--- src/rtl/scan_password_keypad_pkg.sv ---
// Shared constants and small helpers for the scanned password keypad.
// Holds the empty-digit marker, default timing and the frame classification type.
package scan_password_keypad_pkg;

  localparam logic [4:0] EMPTY_DIGIT             = 5'h10;
  localparam int         DEFAULT_SCAN_DIV        = 50000;
  localparam int         DEFAULT_DEBOUNCE_FRAMES = 3;

  typedef enum logic [1:0] {
    FRAME_RELEASED = 2'd0,
    FRAME_SINGLE   = 2'd1,
    FRAME_INVALID  = 2'd2
  } frame_kind_e;

  // Number of active-low (pressed) rows in one column sample.
  function automatic logic [2:0] count_low(input logic [3:0] r);
    logic [2:0] n;
    n = '0;
    for (int i = 0; i < 4; i++) begin
      if (!r[i]) n = n + 3'd1;
    end
    return n;
  endfunction

  // Index of the lowest pressed row; only meaningful when exactly one is low.
  function automatic logic [1:0] low_index(input logic [3:0] r);
    logic [1:0] idx;
    idx = '0;
    for (int i = 3; i >= 0; i--) begin
      if (!r[i]) idx = 2'(i);
    end
    return idx;
  endfunction

endpackage

--- src/rtl/scan_password_keypad_scanner.sv ---
// Column scanner for a 4x4 keypad: drives one-cold columns, synchronizes rows,
// classifies each full scan frame and debounces into a one-cycle key_valid pulse.
module keypad_scanner
  import scan_password_keypad_pkg::*;
#(
  parameter int SCAN_DIV        = DEFAULT_SCAN_DIV,
  parameter int DEBOUNCE_FRAMES = DEFAULT_DEBOUNCE_FRAMES
) (
  input  logic       clk,
  input  logic       rst,
  input  logic [3:0] row,
  output logic [3:0] col,
  output logic       key_valid,
  output logic [3:0] key_code
);

  localparam int DIV_W  = (SCAN_DIV > 1) ? $clog2(SCAN_DIV) : 1;
  localparam int STAB_W = $clog2(DEBOUNCE_FRAMES + 1);
  localparam logic [DIV_W-1:0]  DIV_LAST    = DIV_W'(SCAN_DIV - 1);
  localparam logic [STAB_W-1:0] STAB_TARGET = STAB_W'(DEBOUNCE_FRAMES);

  logic [3:0]        row_meta;
  logic [3:0]        row_sync;
  logic [DIV_W-1:0]  div_cnt;
  logic [1:0]        col_idx;
  logic [1:0]        acc_cnt;
  logic [3:0]        acc_code;
  logic [STAB_W-1:0] stab_cnt;
  logic [3:0]        prev_code;
  logic              armed;
  logic              key_valid_q;
  logic [3:0]        key_code_q;

  logic              dwell_end;
  logic              frame_end;
  logic [2:0]        col_lows;
  logic [3:0]        col_code;
  logic [1:0]        merged_cnt;
  logic [3:0]        merged_code;
  frame_kind_e       frame_kind;
  logic [STAB_W-1:0] stab_next;
  logic              accept;

  assign col       = ~(4'b0001 << col_idx);
  assign key_valid = key_valid_q;
  assign key_code  = key_code_q;

  // acc_cnt saturates at 2: the frame only cares about none / one / many keys.
  always_comb begin
    dwell_end   = (div_cnt == DIV_LAST);
    frame_end   = dwell_end && (col_idx == 2'd3);
    col_lows    = count_low(row_sync);
    col_code    = {low_index(row_sync), col_idx};
    merged_cnt  = acc_cnt;
    merged_code = acc_code;
    if (col_lows == 3'd1) begin
      if (acc_cnt == 2'd0) begin
        merged_cnt  = 2'd1;
        merged_code = col_code;
      end else begin
        merged_cnt = 2'd2;
      end
    end else if (col_lows > 3'd1) begin
      merged_cnt = 2'd2;
    end

    case (merged_cnt)
      2'd0:    frame_kind = FRAME_RELEASED;
      2'd1:    frame_kind = FRAME_SINGLE;
      default: frame_kind = FRAME_INVALID;
    endcase

    // Counter saturates at the target so long holds cannot wrap into a repeat.
    stab_next = '0;
    if (frame_kind == FRAME_SINGLE) begin
      if (merged_code == prev_code) begin
        stab_next = (stab_cnt == STAB_TARGET) ? stab_cnt : stab_cnt + 1'b1;
      end else begin
        stab_next = STAB_W'(1);
      end
    end
    accept = (frame_kind == FRAME_SINGLE) && (stab_next == STAB_TARGET) && armed;
  end

  always_ff @(posedge clk or posedge rst) begin
    if (rst) begin
      row_meta <= 4'b1111;
      row_sync <= 4'b1111;
    end else begin
      row_meta <= row;
      row_sync <= row_meta;
    end
  end

  always_ff @(posedge clk or posedge rst) begin
    if (rst) begin
      div_cnt <= '0;
      col_idx <= '0;
    end else if (dwell_end) begin
      div_cnt <= '0;
      col_idx <= col_idx + 2'd1;
    end else begin
      div_cnt <= div_cnt + 1'b1;
    end
  end

  always_ff @(posedge clk or posedge rst) begin
    if (rst) begin
      acc_cnt     <= '0;
      acc_code    <= '0;
      stab_cnt    <= '0;
      prev_code   <= '0;
      armed       <= 1'b1;
      key_valid_q <= 1'b0;
      key_code_q  <= '0;
    end else begin
      key_valid_q <= 1'b0;
      if (frame_end) begin
        acc_cnt  <= '0;
        acc_code <= '0;
        stab_cnt <= stab_next;
        if (frame_kind == FRAME_SINGLE) prev_code <= merged_code;
        if (frame_kind == FRAME_RELEASED) armed <= 1'b1;
        if (accept) begin
          armed       <= 1'b0;
          key_valid_q <= 1'b1;
          key_code_q  <= merged_code;
        end
      end else if (dwell_end) begin
        acc_cnt  <= merged_cnt;
        acc_code <= merged_code;
      end
    end
  end

endmodule

--- src/rtl/scan_password_keypad.sv ---
// Password entry front end: a scanned keypad feeding a four-digit shift register
// (p0 newest) that any of four synchronous clear requests can empty.
module scan_password_keypad
  import scan_password_keypad_pkg::*;
#(
  parameter int SCAN_DIV        = DEFAULT_SCAN_DIV,
  parameter int DEBOUNCE_FRAMES = DEFAULT_DEBOUNCE_FRAMES
) (
  input  logic       clk,
  input  logic       rst,
  input  logic       rst1,
  input  logic       rst2,
  input  logic       rst3,
  input  logic       rst4,
  input  logic [3:0] row,
  output logic [3:0] col,
  output logic [4:0] p0,
  output logic [4:0] p1,
  output logic [4:0] p2,
  output logic [4:0] p3
);

  logic       key_valid;
  logic [3:0] key_code;
  logic       clear;

  assign clear = rst1 | rst2 | rst3 | rst4;

  keypad_scanner #(
    .SCAN_DIV        (SCAN_DIV),
    .DEBOUNCE_FRAMES (DEBOUNCE_FRAMES)
  ) u_scanner (
    .clk       (clk),
    .rst       (rst),
    .row       (row),
    .col       (col),
    .key_valid (key_valid),
    .key_code  (key_code)
  );

  // Clear wins over a same-cycle key; the scanner has already disarmed itself.
  always_ff @(posedge clk or posedge rst) begin
    if (rst) begin
      p0 <= EMPTY_DIGIT;
      p1 <= EMPTY_DIGIT;
      p2 <= EMPTY_DIGIT;
      p3 <= EMPTY_DIGIT;
    end else if (clear) begin
      p0 <= EMPTY_DIGIT;
      p1 <= EMPTY_DIGIT;
      p2 <= EMPTY_DIGIT;
      p3 <= EMPTY_DIGIT;
    end else if (key_valid) begin
      p3 <= p2;
      p2 <= p1;
      p1 <= p0;
      p0 <= {1'b0, key_code};
    end
  end

endmodule

--- config.mk ---
export PLATFORM = sky130hd
export DESIGN_NAME = scan_password_keypad
export DESIGN_NICKNAME = d
export VERILOG_FILES = /design/src/rtl/scan_password_keypad_pkg.sv /design/src/rtl/scan_password_keypad_scanner.sv /design/src/rtl/scan_password_keypad.sv
export SDC_FILE = /design/constraint.sdc
export NUM_CORES = 1
export LEC_CHECK = 0
export CORE_UTILIZATION = 50
export CTS_CLUSTER_SIZE = 30
export DETAILED_ROUTE_END_ITERATION = 12
export PLACE_DENSITY = 0.77
export SYNTH_ARGS = -nofsm -noshare
export SYNTH_HDL_FRONTEND = slang
export SYNTH_SLANG_ARGS = --single-unit
export TNS_END_PERCENT = 5
--- constraint.sdc ---
create_clock -name clk -period 2.83 [get_ports clk]
set_input_delay 0.566 -clock clk [delete_from_list [all_inputs] [get_ports clk]]
set_output_delay 0.566 -clock clk [all_outputs]
set_load 0.02 [all_outputs]
==> flow_summary.json <==
{
  "areaGrowthSynthToFinish_pct": 26.7,
  "r2r_start": "u_scanner.row_sync[1]$_DFF_PP1_",
  "path_class": "reg -> reg",
  "wirelength_mm": 5.49,
  "crit_fanout": 4,
  "synth_top_flop_cell": "dfrtp_1",
  "critical_path.top_delay_family": "compound AO/OA/AOI/OAI gates",
  "post-place-cells": 381,
  "synthesis.area_sq_um": 3010,
  "clk_path_buf_depth": 2,
  "drive_above_1_share": 0.196,
  "yosysUniqueCellTypes": 46,
  "hold_path.class": "reg -> reg",
  "p_leak_nw": 1.56,
  "max_freq_ghz": 0.352,
  "netlist_instances": 274,
  "grt_pass1_wl_mm": 9.20,
  "drt_iter0_markers": 107,
  "viasPerCell": 5.30,
  "power_mw": 1.90,
  "clkTransAtPathRegs_ns": 0.07,
  "num_vias": 2109,
  "r2r_cells": 10,
  "fp.dieH_um": 79.6,
  "min_period_ns": 2.84,
  "wl_met1_mm": 2.53,
  "overflow": 0,
  "io_pins": 34,
  "seq_area_frac_synth": 0.538,
  "setup_tns_ns": -0.00940,
  "internal-power_mw": 1.46,
  "drcViolationCount": 0,
  "numCtsBuffers": 9,
  "cpPeakStageDelay_ns": 0.54,
  "yosysWarnings": 0,
  "antenna_found_initial": 0,
  "slew_headroom": 0.322,
  "status": "complete, but fails checks",
  "place_congestion": 0.836,
  "synth_seq_cells": 64,
  "period_share": 1.00,
  "min_from": "u_scanner.row_meta[3]$_DFF_PP1_",
  "pwr-share-seq": 0.490,
  "core_sq_um": 5640,
  "cts_root_buf": "clkbuf_8",
  "min_to": "u_scanner.row_sync[3]$_DFF_PP1_",
  "synth_edf_count": 0,
  "worstSetupStartpoint": "u_scanner.row_sync[1]$_DFF_PP1_",
  "dp_hpwl_mm": 3.82,
  "die_w_um": 79.6,
  "start_util": 0.533,
  "diodes": 0,
  "avgSynthCellArea_sq_um": 11.0,
  "pre_cts_ws_ns": -0.125,
  "grt_max_degree": 65,
  "cp_cell_sequence": "inv_2 > ha_4 > xnor2_2 > ha_1 > nor3b_2 > mux2i_4 > a2111o_1 > a21oi_2 > o221a_4 > mux2i_1",
  "fp-row-count": 27,
  "reg2reg_slack_ns": -0.008,
  "peakVddDrop_v": 0.000349,
  "postLayoutCellArea_sq_um": 3810,
  "antenna_left": 0,
  "power_switching_uw": 438,
  "final_cell_mix": "51 x dfrtp_1, 33 x clkdlybuf4s50_1, 27 x nor2_1, 27 x nand2_1, 23 x mux2i_1",
  "wire_per_inst_um": 13.8,
  "drtPass1Iterations": 4,
  "dr_wl_met2_mm": 2.62,
  "groute.usage.overall": 0.196,
  "route.met3.wl_um": 217,
  "p_comb_frac": 0.082,
  "die_area_sq_um": 6330,
  "final_nets": 339,
  "path_buf_inv": 1,
  "reg2reg_to": "u_scanner.key_code[3]$_DFFE_PP0P_",
  "worstPathArrival_ns": 3.09,
  "finalNonFillerCells": 398,
  "p_clk_frac": 0.428,
  "finalSetupViolCount": 2,
  "synth_nets": 292,
  "switching_share": 0.231,
  "setup_ws_ns": -0.00821,
  "rsz0062_at_grt": "true",
  "crit_path_end_kind": "flip-flop",
  "drv_slew": 0,
  "dpl_cell_area_sq_um": 3500,
  "slowest_stage": "dfstp_2",
  "io_buffers": 33,
  "clock-sinks": 64,
  "drv_cap": 0,
  "top_layer": "met4",
  "htreeDepth": 3,
  "cts_hold_buffers": 0,
  "worst_pin_slew_ns": 1.02,
  "hold_violations": 0,
  "grt_pass1_vias": 1996,
  "fin_skew_ns": 0.0131,
  "whs_path_depth": 0,
  "synthArstFlopShare": 1.00,
  "cts_tree": "done",
  "crit_required_ns": 3.09,
  "crit_path_start_kind": "flip-flop",
  "insertion_delay_ns": 0.34,
  "worst_hold_slack_ns": 0.356,
  "failed_checks": "negative setup slack",
  "finish.utilization": 0.676,
  "p_per_area_nw_per_um2": 498,
  "final_common_cell": "dfrtp_1"
}
==> power by group through the flow <==
stage               registers [mW]  clock network, mW  logic (mW)
floorplan                    0.945                  0      0.0836
global placement             0.946                  0       0.124
detailed placement           0.946                  0       0.127
CTS                          0.930              0.832       0.145
global route                 0.931              0.873       0.170
finish                       0.931              0.812       0.155
==> sequential cells by signal (all words and copies together) (netlist names) <==
| signal | flops |
|---|---|
| u_scanner.div_cnt | 16 |
| p0 | 5 |
| p1 | 5 |
| p2 | 5 |
| p3 | 5 |
| u_scanner.acc_code | 4 |
| u_scanner.key_code | 4 |
| u_scanner.prev_code | 4 |
| u_scanner.row_meta | 4 |
| u_scanner.row_sync | 4 |
| u_scanner.acc_cnt | 2 |
| u_scanner.col_idx | 2 |
| u_scanner.stab_cnt | 2 |
| u_scanner.armed | 1 |
| u_scanner.key_valid | 1 |
==> per-layer routing <==
metal | vias to the layer above | track usage
met3 | 10 | 0.0411
met1 | 1013 | 0.256
met4 | 0 | 0.104
met5 | - | 0
met2 | 47 | 0.306
li1 | 1039 | -
==> how the worst max path moves through the flow <==
stage                                                    to  cells past startpoint
final                     u_scanner.key_code[3]$_DFFE_PP0P_                     10
after global routing      u_scanner.key_code[3]$_DFFE_PP0P_                     10
after CTS                 u_scanner.key_code[2]$_DFFE_PP0P_                     10
after detailed placement        u_scanner.armed$_DFFE_PP1P_                     10
after global placement    u_scanner.key_code[0]$_DFFE_PP0P_                     10
after floorplan           u_scanner.key_code[0]$_DFFE_PP0P_                     10
==> cells by family (layout without fill, tap and decap cells) <==
logic type      after synthesis  in the layout  synth area share
flops                        64             64             0.538
buf+inv                      28             80            0.0366
mux                          27             27            0.0911
compound gates               35             35            0.0807
xor+xnor                     23             23            0.0720
fa+ha+maj                     8              8            0.0333
simple gates                 89             89             0.149
==> synth_stat cells, types with 3 or more instances <==
library cell  count  area (sq um)
ha_1              8           100
a21oi_1           5          25.0
nor3_1            3          15.0
o21ai_0          10          50.1
mux2i_1          26           260
and3_1            3          18.8
o21ai_1           6          30.0
nand3_1           7          35.0
nand2_1          27           101
dfstp_2          13           342
and4_1            3          26.3
nor2_1           27           101
nand4_1           3          18.8
xnor2_1          12           105
inv_1            19          71.3
xor2_1           10          87.6
dfrtp_1          51          1280
clkbuf_1          7          26.3
==> cell type report <==
cell class | instances | area, sq um
clock buffers | 11 | 151
clock inverters | 5 | 62.6
fillers | 413 | 1830
inverters | 19 | 71.3
multi-input cells | 182 | 1370
flip-flops and latches | 64 | 1620
well taps | 72 | 90.1
repair buffers | 45 | 445
==> what timing repair did <==
item,CTS,global route
setup buffers,1,0
gates resized for setup,5,10
pin swaps,8,6
setup endpoints to repair,12,14
endpoints found under the hold margin,0,0
(Power assumes the default switching activity.)
